$ cat config.mk
export PLATFORM = sky130hd
export DESIGN_NAME = jzjpcc_mem_controller
export DESIGN_NICKNAME = d
export VERILOG_FILES = /design/src/rtl/jzjpcc_mem_controller.sv
export SDC_FILE = /design/constraint.sdc
export NUM_CORES = 1
export LEC_CHECK = 0
export BUFFER_PORTS_ARGS = -buffer_cell sky130_fd_sc_hd__buf_4
export CORE_ASPECT_RATIO = 1.4
export CORE_UTILIZATION = 41
export CTS_CLUSTER_DIAMETER = 60
export DETAILED_ROUTE_END_ITERATION = 16
export GPL_TIMING_DRIVEN = 0
export PLACE_DENSITY_LB_ADDON = 0.2
export SYNTH_ARGS = -nofsm -noshare
export SYNTH_HDL_FRONTEND = slang
export SYNTH_SLANG_ARGS = --single-unit
$ cat constraint.sdc
create_clock -name clock -period 4.3 [get_ports clock]
set_input_delay 0.645 -clock clock [delete_from_list [all_inputs] [get_ports clock]]
set_output_delay 0.645 -clock clock [all_outputs]
set_load 0.005 [all_outputs]
$ cat src/rtl/jzjpcc_mem_controller.sv
// Data-memory controller for the execute stage: aligns loads and stores,
// splits misaligned accesses into two word cycles and stalls the pipeline.
module jzjpcc_mem_controller (
  input  logic        clock,
  input  logic        reset,
  input  logic        req_valid,
  input  logic        req_write,
  input  logic [2:0]  req_funct3,
  input  logic [31:0] req_address,
  input  logic [31:0] req_storeData,
  output logic        stall,
  output logic        load_valid,
  output logic [31:0] load_data,
  output logic [29:0] mem_address,
  output logic        mem_writeEnable,
  output logic [3:0]  mem_byteMask,
  output logic [31:0] mem_writeData,
  input  logic [31:0] mem_readData
);

  typedef enum logic [1:0] {
    IDLE,
    LOW,
    HIGH,
    DONE
  } state_e;

  state_e state_q, state_d;

  logic [31:0] addr_q;
  logic        write_q;
  logic [2:0]  funct3_q;
  logic [31:0] data_q;
  logic [31:0] w0_q;

  function automatic logic legal_f(
    input logic [2:0] f3,
    input logic       wr
  );
    logic ok;
    case (f3)
      3'b000,
      3'b001,
      3'b010:  ok = 1'b1;
      3'b100,
      3'b101:  ok = ~wr;
      default: ok = 1'b0;
    endcase
    return ok;
  endfunction

  logic        legal_q;
  logic [1:0]  off;
  logic [2:0]  size;
  logic [3:0]  base;
  logic        split;
  logic [7:0]  mask8;
  logic [63:0] wdata64;
  logic [29:0] word0;
  logic [29:0] word1;
  logic [63:0] rdata64;
  logic [31:0] sh32;
  logic        sgn;
  logic [31:0] ext;

  always_comb begin
    legal_q = legal_f(funct3_q, write_q);
    off     = addr_q[1:0];
    case (funct3_q[1:0])
      2'b00:   begin size = 3'd1; base = 4'b0001; end
      2'b01:   begin size = 3'd2; base = 4'b0011; end
      default: begin size = 3'd4; base = 4'b1111; end
    endcase
    split   = ({1'b0, off} + size) > 3'd4;
    mask8   = {4'b0000, base} << off;
    wdata64 = {32'b0, data_q} << {off, 3'b000};
    word0   = addr_q[31:2];
    word1   = word0 + 30'd1;
    // A split load combines the registered low word with the current read.
    rdata64 = split ? {mem_readData, w0_q}
                    : {32'b0, mem_readData};
    sh32    = rdata64[{1'b0, off, 3'b000} +: 32];
    sgn     = ~funct3_q[2];
    case (size)
      3'd1:    ext = {{24{sgn & sh32[7]}}, sh32[7:0]};
      3'd2:    ext = {{16{sgn & sh32[15]}}, sh32[15:0]};
      default: ext = sh32;
    endcase
  end

  always_comb begin
    state_d         = state_q;
    stall           = 1'b0;
    load_valid      = 1'b0;
    load_data       = 32'b0;
    mem_address     = 30'b0;
    mem_writeEnable = 1'b0;
    mem_byteMask    = 4'b0;
    mem_writeData   = 32'b0;
    case (state_q)
      IDLE: begin
        if (req_valid) begin
          stall   = 1'b1;
          state_d = legal_f(req_funct3, req_write) ? LOW : DONE;
        end
      end
      LOW: begin
        stall           = 1'b1;
        mem_address     = word0;
        mem_byteMask    = mask8[3:0];
        mem_writeData   = wdata64[31:0];
        mem_writeEnable = write_q & (|mask8[3:0]);
        state_d         = split ? HIGH : DONE;
      end
      HIGH: begin
        stall           = 1'b1;
        mem_address     = word1;
        mem_byteMask    = mask8[7:4];
        mem_writeData   = wdata64[63:32];
        mem_writeEnable = write_q & (|mask8[7:4]);
        state_d         = DONE;
      end
      DONE: begin
        state_d = IDLE;
        if (legal_q && !write_q) begin
          load_valid = 1'b1;
          load_data  = ext;
        end
      end
      default: state_d = IDLE;
    endcase
    // Reset quiets every output so an aborted access never reaches memory.
    if (reset) begin
      state_d         = IDLE;
      stall           = 1'b0;
      load_valid      = 1'b0;
      load_data       = 32'b0;
      mem_address     = 30'b0;
      mem_writeEnable = 1'b0;
      mem_byteMask    = 4'b0;
      mem_writeData   = 32'b0;
    end
  end

  always_ff @(posedge clock) begin
    if (reset) begin
      state_q  <= IDLE;
      addr_q   <= 32'b0;
      write_q  <= 1'b0;
      funct3_q <= 3'b0;
      data_q   <= 32'b0;
      w0_q     <= 32'b0;
    end else begin
      state_q <= state_d;
      if (state_q == IDLE && req_valid) begin
        addr_q   <= req_address;
        write_q  <= req_write;
        funct3_q <= req_funct3;
        data_q   <= req_storeData;
      end
      if (state_q == HIGH) begin
        w0_q <= mem_readData;
      end
    end
  end

endmodule

; Word-level counts from Yosys, hierarchy flattened
; Cells that the tools add are included.
[classes]
addsub = 2
order_cmp = 1
n_eq_ne = 15
n_shift = 3
n_mux = 29
n_bitwise = 7
n_reduce_logical = 14
[op_table]
columns = cell, count
row1 = two-way mux 32 bit, 4
row2 = case mux 32 bit (2 select lines), 2
row3 = two-way mux 64 bit, 1
row4 = variable part select 64 x 6 -> 32 bit, 1
row5 = left shift 32 x 5 -> 64 bit, 1
row6 = case mux 30 bit (2 select lines), 1
row7 = "adder 30 x 1 -> 30 bit, second input constant", 1
row8 = two-way mux 30 bit, 1
row9 = case mux 4 bit (2 select lines), 2
row10 = "== test 3 bit, second input constant", 4
row11 = "== test 3 x 1 -> 1 bit, second input constant", 3
row12 = "== test 3 x 2 -> 1 bit, second input constant", 3
row13 = two-way mux 1 bit, 9
row14 = case mux 1 bit (2 select lines), 4
row15 = case mux 2 bit (4 select lines), 1
row16 = OR reduction 4 bit, 2
row17 = left shift 4 x 2 -> 8 bit, 1
row18 = zero test 3 bit, 2
row19 = case mux 3 bit (2 select lines), 1
row20 = OR reduction 2 bit, 3
row21 = OR reduction 3 bit, 2
row22 = bitwise AND 1 bit, 4
row23 = "== test 2 x 1 -> 1 bit, second input constant", 2
row24 = "== test 2 bit, second input constant", 2
row25 = 9 further kinds, 14
[word_totals]
regBits = 102
in_bits = 103
output_inout_bits = 101
wordCells = 77

; Logic depth before layout (Yosys ltp)
[logic_depth]
ltp_word = 11
mapped_depth = 13
ltp_nobuf = 9

; Worst setup path before layout
; OpenSTA, ideal clock, no wires.
[synth_timing]
path_kind = reg2out
startpoint = reg addr_q[1]
endpoint = out load_data[10]
arrival_time_ns = 3.240
t_required_ns = 3.655
slack_ns = 0.415
path_stages_with_launch = 12
n_path_buf = 4
cell_sequence = dfxtp_1 -> inv_1 -> clkbuf_1 -> clkbuf_1 -> fa_1 -> and2_1 -> buf_2 -> nor2_2 -> mux4_2 -> or4b_4 -> buf_6 -> o211ai_1
[synth_via]
elab_chain_len = 9
[synth_rtl]
columns = element, line
row1 = start: declaration, 30  ; logic [31:0] addr_q;
row2 = start signal: assignment, 156  ; addr_q <= req_address;
row3 = adder 2 x 3 -> 3 bit, 74  ; split = ({1'b0, off} + size) > 3'd4;
row4 = greater-than comparator 3 bit, 74
row5 = two-way mux 64 bit, 80  ; rdata64 = split ? {mem_readData, w0_q}
row6 = variable part select 64 x 6 -> 32 bit (*), 82  ; sh32 = rdata64[{1'b0, off, 3'b000} +: 32];
row7 = bitwise AND 1 bit, 85  ; 3'd1: ext = {{24{sgn & sh32[7]}}, sh32[7:0]};
row8 = case mux 32 bit (2 select lines) (*), 84  ; case (size)
row9 = two-way mux 32 bit (*), 125  ; if (legal_q && !write_q) begin
row10 = two-way mux 32 bit (*), 100  ; case (state_q)
row11 = two-way mux 32 bit (*), 133  ; if (reset) begin
row12 = end: declaration, 13  ; output logic [31:0] load_data,
; Mark *: on every way between the ends. The rest lies on a longest branch, timed or not.

; Final worst setup path
[layout_timing]
startpoint = reg funct3_q[0]
endpoint = out load_data[8]
[layout_via]
elab_chain_len = 11
word_cells_on_any_way = 23
cone_classes = add/sub: 1 / order compare: 1 / eq/ne: 7 / shift: 1 / mux: 7 / bitwise: 1 / reduce/logical: 5
[layout_rtl]
columns = element, line
row1 = start: declaration, 32  ; logic [2:0] funct3_q;
row2 = start signal: assignment, 158  ; funct3_q <= req_funct3;
row3 = == test 2 x 1 -> 1 bit / zero test 2 bit (equally long branches), 69  ; case (funct3_q[1:0])
row4 = case mux 3 bit (2 select lines), 69
row5 = adder 2 x 3 -> 3 bit, 74
row6 = greater-than comparator 3 bit, 74
row7 = two-way mux 64 bit, 80
row8 = variable part select 64 x 6 -> 32 bit, 82
row9 = bitwise AND 1 bit, 85
row10 = case mux 32 bit (2 select lines), 84
row11 = two-way mux 32 bit (*), 125
row12 = two-way mux 32 bit (*), 100
row13 = two-way mux 32 bit (*), 133
; Marked as above.

==> impl_summary.txt <==
----------------------------------------------------
[Outcome]
  Result of the run ... complete, no violations

[Power and ir drop]
  Fraction of power spent switching nets ... 45.1%
  Net switching power ... about 2.0 mW
  Sequential Power Share ... 30.5%
  Worst IR Drop VDD ... between 0.2 and 0.25 mV
  Clock group share of total power ... a little under a fifth
  Total power ... about 4.4 mW
  Leakage power of the design ... 3.78 nW
  Internal power summed over all cells ... 2.41 mW
  Combinational group share of total power ... about 51%
  Power density over the cells ... between 400 and 500 nW/um2

[Synth]
  Async set-or-reset flop fraction in the synthesized netlist ... 0%
  Unique masters post-synth ... 56
  Nets in the synthesized netlist ... between 1000 and 1500
  Cell type with the highest aggregate area in the netlist ... sky130_fd_sc_hd__dfxtp_1
  Synth top area cells ... sky130_fd_sc_hd__dfxtp_1, sky130_fd_sc_hd__nand2_1, sky130_fd_sc_hd__mux2i_1
  Mean instance size in the synthesized netlist ... about 7.5 um2
  Warnings from Yosys ... 0
  Number of enable flip-flop cells after synthesis ... 0
  Most frequent cell after synthesis ... sky130_fd_sc_hd__nand2_1
  Cell count after synthesis ... a little over 1000
  Cell types with the highest counts after synthesis ... sky130_fd_sc_hd__nand2_1, sky130_fd_sc_hd__a21oi_1, sky130_fd_sc_hd__dfxtp_1
  Sequential share of the synthesized area ... between 20% and 30%
  Area of the mapped netlist ... roughly 7600 um2
  Most common flop cell mapped by yosys ... sky130_fd_sc_hd__dfxtp_1
  Post-synthesis register bit count ... roughly 100
  Area share of the largest cell type after synthesis ... 26.9%

[Setup path]
  Maximum fanout along the worst path ... 9
  Cell repeated most along the worst path ... sky130_fd_sc_hd__nor2_4
  Worst setup EP type ... output pin
  Data arrival, critical path ... about 3600 ps
  Worst stage delay on the critical path ... 540 ps
  Critical-path cell list ... buf_8, nor2_4, ha_1, inv_1, fa_2, and2_1, buf_2, nor2_4, mux4_2, or4b_4, buf_6, o211ai_1, buf_4
  Cell at the slowest stage of the critical path ... sky130_fd_sc_hd__mux4_2
  Data required time at the worst endpoint ... approximately 3700 ps
  Element type at the critical path start ... register
  Setup Crit Path Kind ... reg -> out

[Job]
  Number of maximum-capacitance constraint violations ... 0

[Floorplanning]
  Number of top-level pins ... 204
  Standard-cell row count ... slightly below 60
  Initial cell density of the core ... 42.1%
  Floorplan Core Area ... 18000 um2
  Floorplan die width ... 117 um
  Total die area ... 19000 um2
  Overall die height ... ~160 um

[Final layout]
  Area of combinational cells with multiple inputs ... between 5000 and 6000 um2
  Final Non-Filler Cells ... between 1000 and 1500
  Net count, final ... between 1000 and 1500
  Filler instances ... ~1800
  Number of diodes added for antenna fixing ... 0
  Final core utilization ... between 50% and 60%
  Sequential cell area ... 2050 um2
  Fraction of layout instances using a drive strength above 1 ... 24.6%
  Post-synthesis to final-layout area growth ... 29.4%

[STA]
  Setup violation total in the final timing report ... 0
  Number of pins exceeding their max-slew limit in the final report ... 0
  Post-route minimum period ... 4210 ps
  Number of hold-slack violations in the final timing report ... 0
  Final-layout worst hold slack ... 478 ps
  Maximum clock rate ... between 0.2 and 0.25 GHz
  Rel. slew slack ... between 20% and 30%
  Share of the cycle needed by the critical path after routing ... between 90% and 100%
  Actual transition at the worst max-transition pin ... 1110 ps
  Skew final ... 8.24 ps

[Placed design]
  Placer congestion estimate ... roughly 0.96
  Placed cells ... 1455
  Half-perimeter wire length of the detailed placement result ... between 20000 and 25000 um
  Count of port buffers added during placement ... just over 200

[Drt]
  DRT antenna net count ... 0
  Vias post-DR ... 8613
  TritonRoute pass-1 iters ... 6
  Via-to-Cell Ratio ... between 5 and 6
  Mean routed wirelength per cell ... a little under 20 um
  Drt first-iter violations ... about 710
  Total Wirelength ... 29100 um
  Number of remaining DRC errors ... 0

[CTS]
  Number of clock sinks ... 102
  Insertion delay of the later-clocked pin in the worst-skew pair ... roughly 370 ps
  Clock tree from TritonCTS ... done
  Inserted Clock Buffers ... 9
  Level count of the clock H-tree ... 3
  Worst-case clock buffer depth ... 2
  Clock input transition at the sequential cells of the worst setup and hold paths ... roughly 70 ps
  Clock root buffer ... sky130_fd_sc_hd__clkbuf_16

[Global route]
  Maximum number of pins on one net before global-route repair ... 17
  Antenna violations before repair ... 0
  Via count of the first global-routing pass ... approximately 8000
  Aggregate global routing overflow ... 0
  Aggregate global-route resource usage ... 30.7%
  Global-route wire length before repair ... roughly 44000 um

[Hold path]
  Hold crit path type ... reg -> reg

----------------------------------------------------
[cells by family (layout without fill, tap and decap cells)]
logic type	count (synthesis)	in the layout	synth area share (%)
adders and majority gates	10	10	1.75
xor gates and xnor gates	10	10	1.40
DFF	102	102	26.9
buffers and inverters	109	335	5.96
and+or+nand+nor	416	416	24.0
AOI/OAI and AO/OA	256	256	20.6
muxes	110	110	19.4
[flip-flops by register name, summed over array words and instances, names as in the netlist]
signal and flops:
state_q 2, write_q 1, funct3_q 3, data_q 32
w0_q 32, addr_q 32
[final cells by class]
type	instances	share of cell area (%)
Multi-Input combinational cell	802	52.2
Buffer	96	4.44
Timing Repair Buffer	211	16.2
Tap cell	240	3.06
Clock inverter	4	0.306
Sequential cell	102	20.9
Inverter	12	0.498
Clock buffer	12	2.51
[worst max-delay path, delay by kind of cell, from the launching register on]
kind	cells	cell delay, ps
flip-flops	1	370
buffers and inverters	5	700
AND/OR/NAND/NOR	4	870
AO/OA/AOI/OAI	1	120
multiplexers	1	540
adder cells (fa/ha/maj)	2	600
[through the flow]
step / TNS [ps] / worst slack, ps / area (um2)
2_1_floorplan: 0 / 415 / 7580
3_3_place_gp: -10130 / -508 / 9400
4_1_cts: 0 / 10.9 / 9740
3_5_place_dp: -11260 / -497 / 9400
5_1_grt: -4.59 / -4.59 / 9810
6_report: 0 / 93.9 / 9810
[cells in the final DEF, fill, tap and decap left out, types with 11 or more instances in the layout]
cell and count:
sky130_fd_sc_hd__nor3_1 19, sky130_fd_sc_hd__clkbuf_1 58, sky130_fd_sc_hd__buf_2 12, sky130_fd_sc_hd__and3_1 20, sky130_fd_sc_hd__nor2_1 81, sky130_fd_sc_hd__o211ai_1 11, sky130_fd_sc_hd__a21oi_1 104, sky130_fd_sc_hd__nand3_1 41
sky130_fd_sc_hd__mux4_2 28, sky130_fd_sc_hd__o21ai_0 61, sky130_fd_sc_hd__mux2_2 16, sky130_fd_sc_hd__mux2i_1 66, sky130_fd_sc_hd__buf_4 213, sky130_fd_sc_hd__o31ai_1 11, sky130_fd_sc_hd__a22oi_1 19, sky130_fd_sc_hd__buf_1 17
sky130_fd_sc_hd__nand2_1 213, sky130_fd_sc_hd__dfxtp_1 100
[worst paths after layout]
check | start | endpoint | slack, ps | depth (start not counted)
hold reg to reg | addr_q[31] | addr_q[31] | 480 | 2
hold / removal | addr_q[31] | addr_q[31] | 480 | 2
setup reg to reg | funct3_q[0] | state_q[0] | 1710 | 12
setup / recovery | funct3_q[0] | load_data[8] | 90 | 13
[routing by layer]
| layer | GRT usage (%) | vias to the layer above | part of all wire, % |
|---|---|---|---|
| li1 | - | 4063 | - |
| met1 | 36.2 | 4010 | 38 |
| met2 | 51.8 | 435 | 49 |
| met3 | 5.06 | 105 | 7.5 |
| met4 | 17.5 | 0 | 5.4 |
| met5 | 0 | - | 0 |
[power by group through the flow]
stage	clock (mW)	sequential, mW	combinational (mW)
after floorplan	0	1.28	1.46
after global placement	0	1.34	2.14
after detailed placement	0	1.35	2.16
after CTS	0.807	1.33	2.20
after global routing	0.847	1.36	2.42
final	0.804	1.34	2.25
[repair_timing]
item                                    CTS  global route
hold endpoints to repair                  0             0
pin swaps                                 3             1
resized for setup                        16            12
hold buffers                              0             0
buffers inserted                          3             6
endpoints found under the setup margin   32            18
Power figures use the tool's default switching activity.
